File: config.mk
export PLATFORM = sky130hd
export DESIGN_NAME = alu_seq
export DESIGN_NICKNAME = d
export VERILOG_FILES = /design/src/rtl/alu_seq.sv
export SDC_FILE = /design/constraint.sdc
export NUM_CORES = 1
export LEC_CHECK = 0
export CORE_AREA = 5 5 199 182
export DETAILED_ROUTE_END_ITERATION = 10
export DIE_AREA = 0 0 204 187
export SETUP_SLACK_MARGIN = 0.05
export SLEW_MARGIN = 0
export SYNTH_ARGS = -nofsm -noshare
export SYNTH_HDL_FRONTEND = slang
export SYNTH_SLANG_ARGS = --single-unit
File: constraint.sdc
create_clock -name clk -period 2.3 [get_ports clk]
set_input_delay 0.46 -clock clk [delete_from_list [all_inputs] [get_ports clk]]
set_output_delay 0.46 -clock clk [all_outputs]
set_load 0.01 [all_outputs]
File: src/rtl/alu_seq.sv
`default_nettype none
// ============================================================================
// Module   : alu_seq
// Brief    : Registered, parametrised ALU with valid/ready input and output
//            ports. Optional iterative shift-add multiply under ALU_MUL_EN.
// Revision : 1.0
// ============================================================================
module alu_seq #(
    parameter  int WIDTH = 32,
    localparam int SHW   = $clog2(WIDTH)
) (
    input  logic             clk,
    input  logic             rst_n,
    input  logic             in_valid,
    output logic             in_ready,
    input  logic [WIDTH-1:0] in1,
    input  logic [WIDTH-1:0] in2,
    input  logic [3:0]       alu_control,
    output logic             out_valid,
    input  logic             out_ready,
    output logic [WIDTH-1:0] alu_result,
    output logic             zero_flag,
    output logic             carry_flag,
    output logic             overflow_flag,
    output logic             illegal_op
);

    localparam logic [3:0] OP_AND  = 4'b0000;
    localparam logic [3:0] OP_OR   = 4'b0001;
    localparam logic [3:0] OP_ADD  = 4'b0010;
    localparam logic [3:0] OP_SLL  = 4'b0011;
    localparam logic [3:0] OP_SUB  = 4'b0100;
    localparam logic [3:0] OP_SRL  = 4'b0101;
    localparam logic [3:0] OP_MUL  = 4'b0110;
    localparam logic [3:0] OP_XOR  = 4'b0111;
    localparam logic [3:0] OP_SLTU = 4'b1000;
    localparam logic [3:0] OP_SLT  = 4'b1001;
    localparam logic [3:0] OP_SRA  = 4'b1010;

    localparam logic [WIDTH-1:0] C_WIDTH = WIDTH'(WIDTH);

    logic [WIDTH:0]     w_sum;
    logic [WIDTH:0]     w_diff;
    logic               w_shift_big;
    logic [SHW-1:0]     w_shamt;
    logic [WIDTH-1:0]   w_result;
    logic               w_carry;
    logic               w_ovf;
    logic               w_illegal;

    assign w_sum       = {1'b0, in1} + {1'b0, in2};
    assign w_diff      = {1'b0, in1} - {1'b0, in2};
    // The whole of in2 counts as the shift amount; anything >= WIDTH saturates.
    assign w_shift_big = (in2 >= C_WIDTH);
    assign w_shamt     = in2[SHW-1:0];

    always_comb begin
        w_result  = '0;
        w_carry   = 1'b0;
        w_ovf     = 1'b0;
        w_illegal = 1'b0;
        case (alu_control)
            OP_AND:  w_result = in1 & in2;
            OP_OR:   w_result = in1 | in2;
            OP_XOR:  w_result = in1 ^ in2;
            OP_ADD: begin
                w_result = w_sum[WIDTH-1:0];
                w_carry  = w_sum[WIDTH];
                w_ovf    = (in1[WIDTH-1] == in2[WIDTH-1]) &&
                           (w_sum[WIDTH-1] != in1[WIDTH-1]);
            end
            OP_SUB: begin
                w_result = w_diff[WIDTH-1:0];
                w_carry  = w_diff[WIDTH];
                w_ovf    = (in1[WIDTH-1] != in2[WIDTH-1]) &&
                           (w_diff[WIDTH-1] != in1[WIDTH-1]);
            end
            OP_SLTU: w_result = {{(WIDTH-1){1'b0}}, (in1 < in2)};
            OP_SLT:  w_result = {{(WIDTH-1){1'b0}}, ($signed(in1) < $signed(in2))};
            OP_SLL:  w_result = w_shift_big ? '0 : (in1 << w_shamt);
            OP_SRL:  w_result = w_shift_big ? '0 : (in1 >> w_shamt);
            OP_SRA:  w_result = w_shift_big ? {WIDTH{in1[WIDTH-1]}}
                                            : $unsigned($signed(in1) >>> w_shamt);
`ifdef ALU_MUL_EN
            OP_MUL:  w_result = '0;
`endif
            default: w_illegal = 1'b1;
        endcase
    end

`ifdef ALU_MUL_EN
    localparam int CW = $clog2(WIDTH + 1);

    typedef enum logic [0:0] {
        S_IDLE = 1'b0,
        S_MUL  = 1'b1
    } state_t;

    state_t             r_state;
    logic [WIDTH-1:0]   r_mcand;
    logic [WIDTH-1:0]   r_mplier;
    logic [WIDTH-1:0]   r_acc;
    logic [CW-1:0]      r_count;
    logic [WIDTH-1:0]   w_acc_next;

    assign w_acc_next = r_acc + (r_mplier[0] ? r_mcand : '0);
    assign in_ready   = (r_state == S_IDLE) && (!out_valid || out_ready);
`else
    assign in_ready   = !out_valid || out_ready;
`endif

    always_ff @(posedge clk or negedge rst_n) begin
        if (!rst_n) begin
            out_valid     <= 1'b0;
            alu_result    <= '0;
            zero_flag     <= 1'b0;
            carry_flag    <= 1'b0;
            overflow_flag <= 1'b0;
            illegal_op    <= 1'b0;
`ifdef ALU_MUL_EN
            r_state       <= S_IDLE;
            r_mcand       <= '0;
            r_mplier      <= '0;
            r_acc         <= '0;
            r_count       <= '0;
`endif
        end else begin
`ifdef ALU_MUL_EN
            if (r_state == S_MUL) begin
                r_acc    <= w_acc_next;
                r_mcand  <= r_mcand << 1;
                r_mplier <= r_mplier >> 1;
                r_count  <= r_count - CW'(1);
                if (r_count == CW'(1)) begin
                    alu_result    <= w_acc_next;
                    zero_flag     <= (w_acc_next == '0);
                    carry_flag    <= 1'b0;
                    overflow_flag <= 1'b0;
                    illegal_op    <= 1'b0;
                    out_valid     <= 1'b1;
                    r_state       <= S_IDLE;
                end
            end else
`endif
            begin
                if (out_valid && out_ready) begin
                    out_valid <= 1'b0;
                end
                if (in_valid && in_ready) begin
`ifdef ALU_MUL_EN
                    // Output slot is free (or freed this edge), so out_valid stays low during MUL.
                    if (alu_control == OP_MUL) begin
                        r_mcand  <= in1;
                        r_mplier <= in2;
                        r_acc    <= '0;
                        r_count  <= CW'(WIDTH);
                        r_state  <= S_MUL;
                    end else
`endif
                    begin
                        alu_result    <= w_result;
                        zero_flag     <= (w_result == '0);
                        carry_flag    <= w_carry;
                        overflow_flag <= w_ovf;
                        illegal_op    <= w_illegal;
                        out_valid     <= 1'b1;
                    end
                end
            end
        end
    end

endmodule
`default_nettype wire

==> results of run 1 <==
per-layer routing:
metal | wire length, um | global-route usage [%]
met1 | 28100 | 45.29
met5 | 7 | 0
met3 | 5831 | 5.929
met2 | 30650 | 54.74
met4 | 4077 | 15.15
worst paths after layout:
check	to	slack, ns	cells past startpoint
worst max register to register	zero_flag$_DFFE_PN0P_	-0.25	12
min in group clk	alu_result[16]$_DFFE_PN0P_	0.49	2
worst max-delay path	zero_flag$_DFFE_PN0P_	-1.29	14
worst min-delay path	alu_result[31]$_DFFE_PN0P_	0.26	1
max in group asynchronous	alu_result[10]$_DFFE_PN0P_	1.49	1
worst min register to register	alu_result[16]$_DFFE_PN0P_	0.49	2
cell families (layout without fill, tap and decap cells):
logic type	Yosys count	after routing	share of synthesized area, %
other	0	2	0
flip-flops	37	37	8.397
multiplexers	136	136	16.54
XOR/XNOR	7	7	0.5560
buffers and inverters	217	1019	8.102
AO/OA/AOI/OAI	534	534	33.35
AND/OR/NAND/NOR	482	482	21.12
adder cells (fa/ha/maj)	104	104	11.94
final cells by class:
type / instances / area share, %
timing repair buffer: 912 / 35.56
inverter: 99 / 2.016
multi-input combinational: 1263 / 54.64
clock inverter: 2 / 0.04729
antenna: 2 / 0.02365
clock buffer: 6 / 0.6089
tap: 462 / 2.731
sequential: 37 / 4.375
what timing repair did:
| action | 4_1_cts | 5_1_grt |
|---|---|---|
| setup endpoints to repair | 35 | 35 |
| buffers inserted | 99 | 18 |
| pin swaps | 151 | 79 |
| cloned | 4 | 0 |
| gates resized for setup | 631 | 129 |
power by group through the flow:
stage	clock [mW]	sequential [mW]	combinational [mW]
after floorplan	0	0.896	1.86
after global placement	0	0.839	4.32
after detailed placement	0	0.844	4.34
after CTS	0.697	0.835	5.08
after global routing	0.745	0.847	5.66
final	0.681	0.832	5.40
cell usage after synthesis, drive strengths merged (7+ instances only):
master / instances
a2111oi: 10
a211o: 12
a211oi: 35
a21o: 19
a21oi: 109
a221o: 8
a221oi: 19
a22oi: 9
a311oi: 7
a31oi: 19
and3: 14
buf: 39
clkbuf: 79
dfrtp: 37
ha: 102
inv: 99
mux2: 51
mux2i: 54
mux4: 31
nand2: 140
nand2b: 11
nand3: 35
nand4: 14
nor2: 136
nor2b: 11
nor3: 42
nor4: 30
o211a: 7
o211ai: 33
o21a: 7
o21ai: 101
o21bai: 7
o221ai: 12
o22ai: 26
o311ai: 8
o31a: 10
o31ai: 18
o41ai: 8
or2: 7
xnor2: 7
flip-flops by register name, summed over array words and instances (netlist names):
register and flops:
zero_flag 1, carry_flag 1, alu_result 32, illegal_op 1, overflow_flag 1, out_valid 1
through the flow:
step	worst slack, ns	TNS [ns]
2_1_floorplan	-1.331	-24.69
3_3_place_gp	-2.270	-55.15
3_5_place_dp	-2.288	-55.71
4_1_cts	-1.375	-24.13
5_1_grt	-1.388	-27.50
6_report	-1.287	-24.89
==> impl_metrics.yaml, run 1 <==
sta:
  fin_hold_ws_ns: 0.2644
  rsz0062_at_grt: "true"
  period_needed_ns: 3.587
  max_slew.worst_pin.slew_ns: 0.8419
  hold_viol: 0
  slew_headroom_pct: 43.87
  max_freq_ghz: 0.2788
  period_share_pct: 156.0
  drv_slew: 0
  finalSetupViolCount: 35
  setup_ws_ns: -1.287
  finClkSkew_ns: 0.002939
cells_and_area:
  fin_nets: 2494
  area_growth_pct: 91.94
  fill_cells: 2977
  final_common_cell: "buf_4"
  layout_common_cells: "713 x buf_4, 129 x nand2_1, 121 x nor2_1"
  design_area_sq_um: 21170
  post-route-util_pct: 62.78
  final_cells: 2783
  final_layout_size_suffix_gt1_share_pct: 56.23
  multi_input_area_sq_um: 11560
  regArea_sq_um: 925.9
power_and_ir_drop:
  p_sw_mw: 3.029
  vdd_drop_max_v: 0.0003027
  power_mw: 6.910
  p_int_mw: 3.882
  switching_share_pct: 43.83
  power_density_nw_per_um2: 326.5
  pwr-share-clk_pct: 9.9
  combPwrFrac_pct: 78.1
  p_leak_nw: 9.494
  power_frac_seq_pct: 12.0
cts:
  cts_sinks: 37
  clockBufferDepth: 2
  cts_tree: "done"
  htreeDepth: 2
  cts_buffers: 5
  insertion_delay_ns: 0.28
  ctsHoldBuffers: 0
  clk_pin_slew_ns: 0.06
  root_buffer: "clkbuf_16"
synth:
  avgSynthCellArea_sq_um: 7.269
  ys_seq_elements: 37
  synth_cell_types: 92
  syn_nets: 1693
  async_flop_share_pct: 100.0
  synth-edff-count: 0
  synthTopCellsByArea: "ha_1 12%, dfrtp_1 8.4%, mux4_2 6.3%, a21oi_1 4.9%, mux2i_1 4.9%"
  synth_cells: 1517
  yosys.area.top_type: "ha_1"
  ys_warn_count: 0
  synth_top_area_share_pct: 11.57
  synth_ff_type: "dfrtp_1"
  syn_area_sq_um: 11030
  yosysSeqAreaShare_pct: 8.397
setup_path:
  critPathCaptureType: "flop"
  slowest_delay_ns: 0.53
  critical_path_required_ns: 2.52
  crit_path_max_fanout: 5
  r2r_start: "out_valid$_DFFE_PN0P_"
  path_buf_inv: 2
  worstSetupPathType: "primary input to flop"
  critPathArrivalTime_ns: 3.81
  crit_start: "in2[0]"
  start_kind: "primary input"
  crit_slowest_cell: "mux4_2"
  crit_chain: "buf_16 > buf_6 > mux2_4 > mux2_4 > mux4_2 > a211oi_2 > o311a_1 > o211ai_2 > nor4_2 > nand3_2 > nor4_4 > nand4_1 > nor4_2 > a32o_1"
  path_delay_family: "multiplexers"
placed_design:
  portBuffers: 109
  place_area_sq_um: 17640
  dp_hpwl_um: 54260
  gp_congestion: 1.043
  place_inst: 2658
floorplan:
  row_count: 64
  ios: 110
  die_x_um: 204
  initial_utilization_pct: 32.71
  die_area_sq_um: 38150
  dieHeight_um: 187
  core_area_sq_um: 33710
grt:
  overflow: 0
  antenna_found_initial: 3
  grt_pass1_wl_um: 101900
  grt_max_degree: 50
  grt_pass1_vias: 16418
  grtUsageTotal_pct: 34.23
drt:
  wl_per_cell_um: 24.67
  drc_errors: 0
  first_pass_iters: 7
  vias: 16398
  initialDrtViolationCount: 1869
  ant_nets: 0
  routed_wl_um: 68660
  via_per_inst: 5.892
run:
  cap_violations: 0
outcome:
  outcome: "finished, violations left"
  violations: "setup timing"
worst_hold_path:
  min_path_type: "primary input to asynchronous set/reset pin"
No activity file was read; power rests on OpenSTA's default activity.
==> run 2, diff against run 1 <==
--- a/config.mk
+++ b/config.mk
@@ -8,6 +8,7 @@
 export CORE_AREA = 5 5 199 182
 export DETAILED_ROUTE_END_ITERATION = 10
 export DIE_AREA = 0 0 204 187
+export PLACE_DENSITY = 0.61
 export SETUP_SLACK_MARGIN = 0.05
 export SLEW_MARGIN = 0
 export SYNTH_ARGS = -nofsm -noshare
==> constraint.sdc (replaced) <==
create_clock -name clk -period 2.3 [get_ports clk]
set_input_delay 0.345 -clock clk [delete_from_list [all_inputs] [get_ports clk]]
set_output_delay 0.345 -clock clk [all_outputs]
set_load 0.01 [all_outputs]
==> impl_metrics.yaml, run 2 (synthesis gave the netlist of run 1 again) <==
outcome:
  outcome: "finished, violations left"
  violations: "setup timing"
sta:
  finClkSkew_ns: 0.002855
  drv_slew: 0
  max_slew.worst_pin.slew_ns: 0.8571
  period_needed_ns: 3.637
  finalSetupViolCount: 35
  rsz0062_at_grt: "true"
  hold_viol: 0
  fin_hold_ws_ns: 0.1582
  period_share_pct: 158.1
  max_freq_ghz: 0.2749
  slew_headroom_pct: 42.86
  setup_ws_ns: -1.337
cells_and_area:
  post-route-util_pct: 63.16
  fin_nets: 2506
  regArea_sq_um: 925.9
  largest_register_ff_count: 32
  multi_input_area_sq_um: 11560
  final_common_cell: "buf_4"
  final_cells: 2793
  layout_common_cells: "715 x buf_4, 131 x nand2_1, 119 x nor2_1"
  final_layout_size_suffix_gt1_share_pct: 55.86
  area_growth_pct: 93.10
  n_antenna_cell: 0
  regMostFlops: "alu_result"
  fill_cells: 2965
cts:
  ctsHoldBuffers: 0
  clockBufferDepth: 2
  root_buffer: "clkbuf_16"
  insertion_delay_ns: 0.29
  cts_tree: "done"
  clk_pin_slew_ns: 0.06
  cts_sinks: 37
  htreeDepth: 2
  cts_buffers: 5
grt:
  grt_max_degree: 50
  overflow: 0
  grtUsageTotal_pct: 33.18
  grt_pass1_vias: 16087
  grt_pass1_wl_um: 98890
  antenna_found_initial: 1
floorplan:
  row_count: 64
  dieHeight_um: 187
  die_area_sq_um: 38150
  initial_utilization_pct: 32.71
  core_area_sq_um: 33710
  ios: 110
  die_x_um: 204
drt:
  vias: 16484
  initialDrtViolationCount: 1655
  via_per_inst: 5.902
  wl_per_cell_um: 24.10
  drc_errors: 0
  first_pass_iters: 5
  routed_wl_um: 67300
  ant_nets: 0
power_and_ir_drop:
  p_leak_nw: 9.583
  vdd_drop_max_v: 0.0002747
  power_mw: 6.933
  power_density_nw_per_um2: 325.6
placed_design:
  place_inst: 2653
  dp_slack_ns: -2.226
  gp_congestion: 1.053
  dp_hpwl_um: 53510
  portBuffers: 109
setup_path:
  critPathArrivalTime_ns: 3.86
  start_kind: "primary input"
  critical_path_required_ns: 2.52
  worstSetupPathType: "primary input to flop"
  critPathCaptureType: "flop"
  crit_path_max_fanout: 6
run:
  cap_violations: 0
worst_hold_path:
  min_path_type: "primary input to asynchronous set/reset pin"
-- run 2: what timing repair did --
action                     in CTS  in global routing
cloned                          2                  0
resized for setup             567                136
setup buffers                  93                 42
setup endpoints to repair      35                 35
pin swaps                     127                 88
-- run 2: metal layers --
metal  wire, um  GRT usage (%)
met2      30070          52.79
met5          0              0
met3       5275          4.473
met1      27830          44.30
met4       4115          16.18
-- run 2: stage by stage --
stage          instance area [sq um]  setup TNS, ns
2_1_floorplan                  11410         -20.78
3_3_place_gp                   17640         -49.43
3_5_place_dp                   17640         -49.52
6_report                       21290         -23.57
4_1_cts                        20410         -21.87
5_1_grt                        21290         -26.57
-- run 2: path summary, 6_finish.rpt --
check                      slack [ns]  depth (start not counted)                  startpoint                    endpoint
setup / recovery                -1.34                         15                      in2[0]       zero_flag$_DFFE_PN0P_
setup reg to reg                -0.33                         12       out_valid$_DFFE_PN0P_       zero_flag$_DFFE_PN0P_
min in group clk                 0.49                          2  alu_result[27]$_DFFE_PN0P_  alu_result[27]$_DFFE_PN0P_
hold reg to reg                  0.49                          2  alu_result[27]$_DFFE_PN0P_  alu_result[27]$_DFFE_PN0P_
hold / removal                   0.16                          1                       rst_n  alu_result[26]$_DFFE_PN0P_
max in group asynchronous        1.59                          1                       rst_n   alu_result[7]$_DFFE_PN0P_
-- run 2: layout make-up --
type	instances	area share, %
repair buffers	924	36.05
multi-input cells	1263	54.31
clock buffers	6	0.6052
clock inverters	2	0.04701
inverters	99	1.921
well taps	462	2.715
flip-flops and latches	37	4.348
-- run 2: critical path, stage by stage --
cell and delay, ns:
buf_12 0.11, buf_12 0.13, buf_12 0.14, mux2_4 0.32
mux2_4 0.31, mux4_2 0.52, a211oi_2 0.26, o311a_4 0.28
o211ai_4 0.10, nor4_2 0.34, nand3_2 0.18, nor4_4 0.17
nand4_1 0.21, nor4_4 0.24, a32o_1 0.20
-- run 2: power by group --
part | internal [mW] | switching (mW)
logic | 2.76 | 2.67
registers | 0.770 | 0.0646
clock network | 0.398 | 0.279
